[config.mk]
export PLATFORM = sky130hd
export DESIGN_NAME = swar_keypad_ctrl_flat
export DESIGN_NICKNAME = d
export VERILOG_FILES = /design/src/rtl/swar_keypad_ctrl_if.sv /design/src/rtl/swar_keypad_ctrl.sv /design/src/flat_wrapper.sv
export SDC_FILE = /design/constraint.sdc
export NUM_CORES = 1
export LEC_CHECK = 0
export ABC_AREA = 1
export CELL_PAD_IN_SITES_DETAIL_PLACEMENT = 0
export CELL_PAD_IN_SITES_GLOBAL_PLACEMENT = 1
export CORE_MARGIN = 2
export CORE_UTILIZATION = 28
export CTS_BUF_LIST = sky130_fd_sc_hd__clkbuf_4 sky130_fd_sc_hd__clkbuf_8 sky130_fd_sc_hd__clkbuf_16
export CTS_CLUSTER_DIAMETER = 150
export DETAILED_ROUTE_END_ITERATION = 6
export HOLD_SLACK_MARGIN = 0.1
export PLACE_DENSITY = 0.48
export SKIP_CTS_REPAIR_TIMING = 1
export SYNTH_ARGS = -nofsm -noshare
export SYNTH_HDL_FRONTEND = slang
export SYNTH_SLANG_ARGS = --single-unit
export TNS_END_PERCENT = 50
[constraint.sdc]
create_clock -name clk -period 4.04 [get_ports clk]
set_input_delay 0.404 -clock clk [delete_from_list [all_inputs] [get_ports clk]]
set_output_delay 0.404 -clock clk [all_outputs]
set_load 0.005 [all_outputs]
[src/rtl/swar_keypad_ctrl_if.sv]
// rtl/swar_keypad_ctrl_if.sv - key inputs and player-side outputs of the swar keypad controller
interface swar_keypad_ctrl_if;
    logic [6:0] key_raw;
    logic       play;
    logic [2:0] swar_select;
    logic       note_start;

    modport master (
        output key_raw,
        input  play,
        input  swar_select,
        input  note_start
    );

    modport slave (
        input  key_raw,
        output play,
        output swar_select,
        output note_start
    );
endinterface

[src/rtl/swar_keypad_ctrl.sv]
// rtl/swar_keypad_ctrl.sv - synchronise, debounce and priority-encode seven swar keys into play/select
module swar_keypad_ctrl #(
    parameter int DEBOUNCE_CYCLES = 500000,
    parameter int GAP_CYCLES      = 2500
) (
    input  logic                clk,
    input  logic                rst_n,
    swar_keypad_ctrl_if.slave   bus
);
    localparam int CW = $clog2(DEBOUNCE_CYCLES + 1);
    localparam int GW = $clog2(GAP_CYCLES + 1);
    localparam logic [CW-1:0] DB_LAST  = CW'(DEBOUNCE_CYCLES - 1);
    localparam logic [GW-1:0] GAP_LAST = GW'(GAP_CYCLES - 1);

    typedef enum logic [1:0] {IDLE, PLAYING, GAP} state_t;

    logic [6:0]    sync_1;
    logic [6:0]    key_s;
    logic [6:0]    stable;
    logic [CW-1:0] db_cnt [7];
    logic [GW-1:0] gap_cnt;
    state_t        state;
    logic          play_q;
    logic [2:0]    select_q;
    logic          note_start_q;
    logic          any_p;
    logic [2:0]    idx;

    always_ff @(posedge clk or negedge rst_n) begin
        if (!rst_n) begin
            sync_1 <= '0;
            key_s  <= '0;
        end else begin
            sync_1 <= bus.key_raw;
            key_s  <= sync_1;
        end
    end

    // A key's stable bit only follows key_s after DEBOUNCE_CYCLES consecutive disagreeing cycles.
    always_ff @(posedge clk or negedge rst_n) begin
        if (!rst_n) begin
            stable <= '0;
            for (int i = 0; i < 7; i++) db_cnt[i] <= '0;
        end else begin
            for (int i = 0; i < 7; i++) begin
                if (key_s[i] == stable[i]) begin
                    db_cnt[i] <= '0;
                end else if (db_cnt[i] == DB_LAST) begin
                    stable[i] <= key_s[i];
                    db_cnt[i] <= '0;
                end else begin
                    db_cnt[i] <= db_cnt[i] + 1'b1;
                end
            end
        end
    end

    // Descending scan so the lowest held key overrides higher ones.
    always_comb begin
        idx   = 3'd0;
        any_p = |stable;
        for (int i = 6; i >= 0; i--) begin
            if (stable[i]) idx = 3'(i);
        end
    end

    always_ff @(posedge clk or negedge rst_n) begin
        if (!rst_n) begin
            state        <= IDLE;
            play_q       <= 1'b0;
            select_q     <= 3'd0;
            note_start_q <= 1'b0;
            gap_cnt      <= '0;
        end else begin
            note_start_q <= 1'b0;
            case (state)
                IDLE: begin
                    if (any_p) begin
                        select_q     <= idx;
                        play_q       <= 1'b1;
                        note_start_q <= 1'b1;
                        state        <= PLAYING;
                    end
                end
                PLAYING: begin
                    if (!any_p) begin
                        play_q <= 1'b0;
                        state  <= IDLE;
                    end else if (idx != select_q) begin
                        play_q  <= 1'b0;
                        gap_cnt <= '0;
                        state   <= GAP;
                    end
                end
                GAP: begin
                    if (gap_cnt == GAP_LAST) begin
                        gap_cnt <= '0;
                        if (any_p) begin
                            select_q     <= idx;
                            play_q       <= 1'b1;
                            note_start_q <= 1'b1;
                            state        <= PLAYING;
                        end else begin
                            state <= IDLE;
                        end
                    end else begin
                        gap_cnt <= gap_cnt + 1'b1;
                    end
                end
                default: begin
                    play_q <= 1'b0;
                    state  <= IDLE;
                end
            endcase
        end
    end

    assign bus.play        = play_q;
    assign bus.swar_select = select_q;
    assign bus.note_start  = note_start_q;
endmodule

[src/flat_wrapper.sv]
// flat-port wrapper written by rule: the top's interface ports become plain ports
module swar_keypad_ctrl_flat 
#(
    parameter int DEBOUNCE_CYCLES = 500000,
    parameter int GAP_CYCLES      = 2500
)
  (clk, rst_n, bus_key_raw, bus_play, bus_swar_select, bus_note_start);
  swar_keypad_ctrl_if bus_i ();
  input  logic clk;
  input  logic rst_n;
  input wire logic [$bits(bus_i.key_raw)-1:0] bus_key_raw;
  output wire logic [$bits(bus_i.play)-1:0] bus_play;
  output wire logic [$bits(bus_i.swar_select)-1:0] bus_swar_select;
  output wire logic [$bits(bus_i.note_start)-1:0] bus_note_start;
  assign bus_i.key_raw = bus_key_raw;
  assign bus_play = bus_i.play;
  assign bus_swar_select = bus_i.swar_select;
  assign bus_note_start = bus_i.note_start;
  swar_keypad_ctrl #(.DEBOUNCE_CYCLES(DEBOUNCE_CYCLES), .GAP_CYCLES(GAP_CYCLES)) u_core (.clk(clk), .rst_n(rst_n), .bus(bus_i));
endmodule
# Word-level counts from Yosys, hierarchy flattened
# Index checks and enable logic that the tools add are counted.
[op_classes]
n_mul = 0
div_mod_pow = 0
n_reduce_logical = 15
n_addsub = 8
bitwise = 7
n_lt_le_gt_ge = 0
muxes = 42
n_shift = 0
n_eq_ne = 23
[op_table]
columns = ["cell", "count"]
rows = [
  ["$mux W19", 14],
  ["$add A19 B1 Y19 const B", 7],
  ["$eq A19 B19 Y1 const B", 7],
  ["$mux W12", 3],
  ["$mux W3", 9],
  ["$pmux W12 S2", 1],
  ["$reduce_and A2 Y1", 9],
  ["$add A12 B1 Y12 const B", 1],
  ["$eq A12 B12 Y1 const B", 1],
  ["$mux W2", 4],
  ["$ne A2 B1 Y1 const B", 4],
  ["$eq A1 B1 Y1", 7],
  ["$mux W1", 7],
  ["$not A1 Y1", 7],
  ["$reduce_or A7 Y1", 1],
  ["$pmux W2 S3", 1],
  ["$pmux W3 S2", 1],
  ["$reduce_and A3 Y1", 2],
  ["$reduce_bool A2 Y1", 2],
  ["$ne A3 B3 Y1", 1],
  ["$ne A3 B3 Y1 const B", 1],
  ["$pmux W1 S3", 1],
  ["$eq A2 B1 Y1 const B", 1],
  ["$eq A2 B2 Y1 const B", 1],
  ["other kinds (2)", 2],
]
[totals]
mem_bits_rw = 0
input_bits = 9
wordCells = 116
rom_bits = 0
out_inout_bits = 5
mem_count = 0
ff_bits = 173
latch_bits = 0

# Depth between registers and ports, before layout
[depth]
depth_word = 11
mapped_depth = 13
mapped_depth_nobuf = 13

# Least setup slack after synthesis
# OpenSTA, ideal clock, no wires.
[synth_path]
kind = "register to register"
start = "register u_core.db_cnt[114] in the netlist's numbering"
end = "register u_core.db_cnt[126] in the netlist's numbering"
n_path_buf = 0
path_slack_ns = 2.480
required_time_ns = 3.908
arrival_time_ns = 1.428
synth_period_minus_slack_ns = 1.560
path_stages_with_launch = 10
setup_time_ns = 0.132
cell_sequence = "dfrtp_1 ha_1 nand3_1 nor2_2 nand3_2 inv_1 nand3_2 nor2_1 xor2_1 nor2_1"
[synth_via]
elab_chain_len = 3
word_cells_on_any_way = 4
cone_classes = "add/sub (1); eq/ne (1); mux (2)"
[synth_rtl]
columns = ["element", "line_no", "text"]
rows = [
  ["start, declared", "swar_keypad_ctrl.sv:20", "logic [CW-1:0] db_cnt [7];"],
  ["start signal, assigned by index", "swar_keypad_ctrl.sv:52", "db_cnt[i] <= db_cnt[i] + 1'b1;"],
  ["$add A19 B1 Y19 / $eq A19 B19 Y1 (equally long branches)", "swar_keypad_ctrl.sv:52, swar_keypad_ctrl.sv:48", ""],
  ["$mux W19 (*)", "swar_keypad_ctrl.sv:48", "end else if (db_cnt[i] == DB_LAST) begin"],
  ["$mux W19 (*)", "swar_keypad_ctrl.sv:46", "if (key_s[i] == stable[i]) begin"],
]
# Mark *: on every way between the ends. The rest lies on a longest branch, timed or not.
# A chain may end at the register's enable or synchronous reset.

# Worst setup path after layout
[layout_path]
start = "register u_core.db_cnt[114] in the netlist's numbering"
end = "register u_core.db_cnt[127] in the netlist's numbering"
# Same word-level chain as after synthesis.

==> results.json <==
{
  "cts-root-buf": "clkbuf_16",
  "status": "finished clean",
  "finClkSkew_ns": 0.0101,
  "avgSynthCellArea_sq_um": 7.97,
  "fillCellCount": 3556,
  "grt_pass1_wl_um": 39600,
  "ys_seq_area_share_pct": 45.6,
  "cp.required_ns": 4.35,
  "path_max_fanout": 7,
  "routedWlPerCell_um": 13.8,
  "yosysWarnings": 0,
  "dpl.hpwl_um": 16800,
  "antenna_cells": 0,
  "clk_path_buf_depth": 2,
  "grt_pass1_vias": 7786,
  "antenna_left": 0,
  "rsz0062_at_grt": "no",
  "power_mw": 3.79,
  "peakVddDrop_mv": 0.294,
  "drtIter0Drc": 354,
  "fp-row-count": 67,
  "ios": 14,
  "cts_tree": "built",
  "regArea_sq_mm": 0.00433,
  "die_h_um": 188,
  "antenna_found_initial": 0,
  "nets": 1239,
  "die_w_um": 188,
  "layout_commonest_cell": "nor2_1",
  "final_max_slew_viol_count": 0,
  "drive_above_1_share_pct": 9.83,
  "fin_setup_tns_ns": 0,
  "multiInputGateArea_sq_mm": 0.00457,
  "grt_overflow": 0,
  "hold_violations": 0,
  "initial_utilization_pct": 28.4,
  "p_int_mw": 2.95,
  "p_seq_share_pct": 47.0,
  "arrival_ns": 2.19,
  "synth_area_sq_mm": 0.00949,
  "drcViolationCount": 0,
  "ys_types": 45,
  "swShare_pct": 22.1,
  "cts_made_buffers": 17,
  "clock_power_share_pct": 50.0,
  "synthCells": 1190,
  "hold_ws_ns": 0.0563,
  "post-route-period-util_pct": 46.5,
  "maxCapViolCount": 0,
  "most-common-layout-cells": "nor2_1 (215), nand2_1 (207), dfrtp_1 (173), inv_1 (140), nand3_1 (74)",
  "leakagePower_nw": 4.46,
  "viasPerCell": 4.54,
  "power_frac_comb_pct": 3.0,
  "path_clk_slew_ns": 0.07,
  "grt_max_degree": 98,
  "p_switching_mw": 0.837,
  "grtUsageTotal_pct": 13.9,
  "io_buffers": 13,
  "p_per_area_mw_per_mm2": 349,
  "tightest_slew_ns": 0.835,
  "core_sq_mm": 0.0334,
  "syn-num-nets": 1211,
  "worst-setup-path-type": "flop to flop",
  "min_period_ns": 1.88,
  "areaGrowthSynthToFinish_pct": 14.3,
  "maxSlewHeadroom_pct": 44.3,
  "fmaxAchievable_ghz": 0.533,
  "htreeDepth": 4,
  "ys_seq_elements": 173,
  "firstDrtPassIters": 5,
  "crit_path_end_kind": "flop",
  "worstHoldPathType": "input pin to asynchronous set/reset pin",
  "die_area_sq_mm": 0.0354,
  "gp_congestion": 0.750,
  "clock_sinks": 173,
  "cp-start-kind": "flop",
  "clk_latency_ns": 0.44,
  "final_core_util_pct": 32.4,
  "final-setup-viol-count": 0,
  "wl_um": 23200,
  "dr_total_vias": 7626
}
==> metal layers <==
| metal | track usage, % | share of wire, % | up-vias |
|---|---|---|---|
| met5 | 0 | 0 | - |
| met4 | 3.91 | 1.1 | 0 |
| met3 | 2.73 | 2.1 | 17 |
| met2 | 23.1 | 47 | 56 |
| met1 | 18.3 | 49 | 3577 |
| li1 | - | - | 3976 |
==> critical path: stages (launching register included) <==
cell	delay, ns
dfrtp_1	0.43
ha_1	0.25
nand3_1	0.15
nor2_2	0.24
nand4_1	0.18
o31ai_4	0.41
nor3_1	0.09
==> Yosys cell counts <==
cell,n,area (sq um)
xor2_1,52,455
o21a_1,1,7.51
clkbuf_1,4,15.0
o31ai_1,2,15.0
nor3b_2,1,12.5
nand2_1,207,777
o21ai_2,2,17.5
nor3_2,11,110
or2_1,2,12.5
o21bai_1,1,7.51
a31o_2,11,96.3
o31ai_4,1,21.3
nand4_2,2,25.0
nor3b_1,9,67.6
nor2_4,6,67.6
inv_1,140,526
a21oi_1,26,130
inv_2,6,22.5
and3_1,2,12.5
a21oi_2,1,8.76
o21ai_0,19,95.1
mux2_2,6,67.6
nor3_1,57,285
a2111oi_0,1,8.76
nand4_1,70,438
xnor2_1,6,52.6
a21boi_1,1,7.51
nor4_1,11,68.8
nand3b_1,2,15.0
ha_1,12,150
clkinv_1,2,7.51
a31oi_1,3,18.8
nor2_2,7,43.8
nand3_1,74,370
nor2_1,215,807
nand2_2,9,56.3
buf_2,1,5.00
dfrtp_1,173,4330
or2_2,12,75.1
nand2_4,1,11.3
buf_6,1,11.3
o22ai_1,1,6.26
nand3_2,10,100
or2_0,4,25.0
o21ai_1,5,25.0
==> cells by family (layout without fill, tap and decap cells) <==
kind of cell               Yosys count  after routing  synth area share (%)
muxes                                6              6                 0.712
adders and majority gates           12             12                  1.58
and+or+nand+nor                    712            712                  35.6
AOI/OAI and AO/OA                   75             75                  4.91
xor gates and xnor gates            58             58                  5.35
buffers and inverters              154            195                  6.18
DFF                                173            173                  45.6
==> registers in the layout (all words and copies together), names as in the netlist <==
name,count
u_core.bus.note_start,1
u_core.bus.swar_select,3
u_core.gap_cnt,12
u_core.bus.play,1
u_core.db_cnt,133
u_core.key_s,7
u_core.sync_1,7
u_core.stable,7
u_core.state,2
==> path summary, 6_finish.rpt <==
| path | from | to | slack, ns | cells past startpoint |
|---|---|---|---|---|
| max in group asynchronous | rst_n | u_core.gap_cnt[1] | 3.10 | 2 |
| min | rst_n | u_core.db_cnt[16] | 0.06 | 1 |
| min in group clk | u_core.sync_1[4] | u_core.key_s[4] | 0.35 | 0 |
| min reg2reg | u_core.sync_1[4] | u_core.key_s[4] | 0.35 | 0 |
| max reg2reg | u_core.db_cnt[114] | u_core.db_cnt[127] | 2.16 | 6 |
| max | u_core.db_cnt[114] | u_core.db_cnt[127] | 2.16 | 6 |
==> metrics by stage <==
| stage | worst slack [ns] | cell area (sq um) | cells |
|---|---|---|---|
| after floorplan | 2.48 | 9490 | 1190 |
| after global placement | 2.16 | 10200 | 1647 |
| after detailed placement | 2.15 | 10200 | 1647 |
| after CTS | 2.13 | 10800 | 1679 |
| after global routing | 1.91 | 10800 | 1679 |
| final | 2.16 | 10800 | 1679 |
==> power groups by stage <==
| stage | combinational (mW) | clock, mW | sequential, mW |
|---|---|---|---|
| after global placement | 0.124 | 0 | 1.81 |
| after CTS | 0.122 | 1.98 | 1.78 |
| after global routing | 0.134 | 2.04 | 1.78 |
| final | 0.114 | 1.89 | 1.78 |
| after floorplan | 0.0521 | 0 | 1.81 |
| after detailed placement | 0.121 | 0 | 1.81 |
==> layout make-up <==
cell class                 instances  area share (%)
multi-input combinational        863            42.2
sequential                       173            39.9
tap                              448            5.17
inverter                         148            5.12
clock buffer                      23            4.45
clock inverter                     9            1.68
timing repair buffer              15            1.49
(Power assumes the default switching activity.)
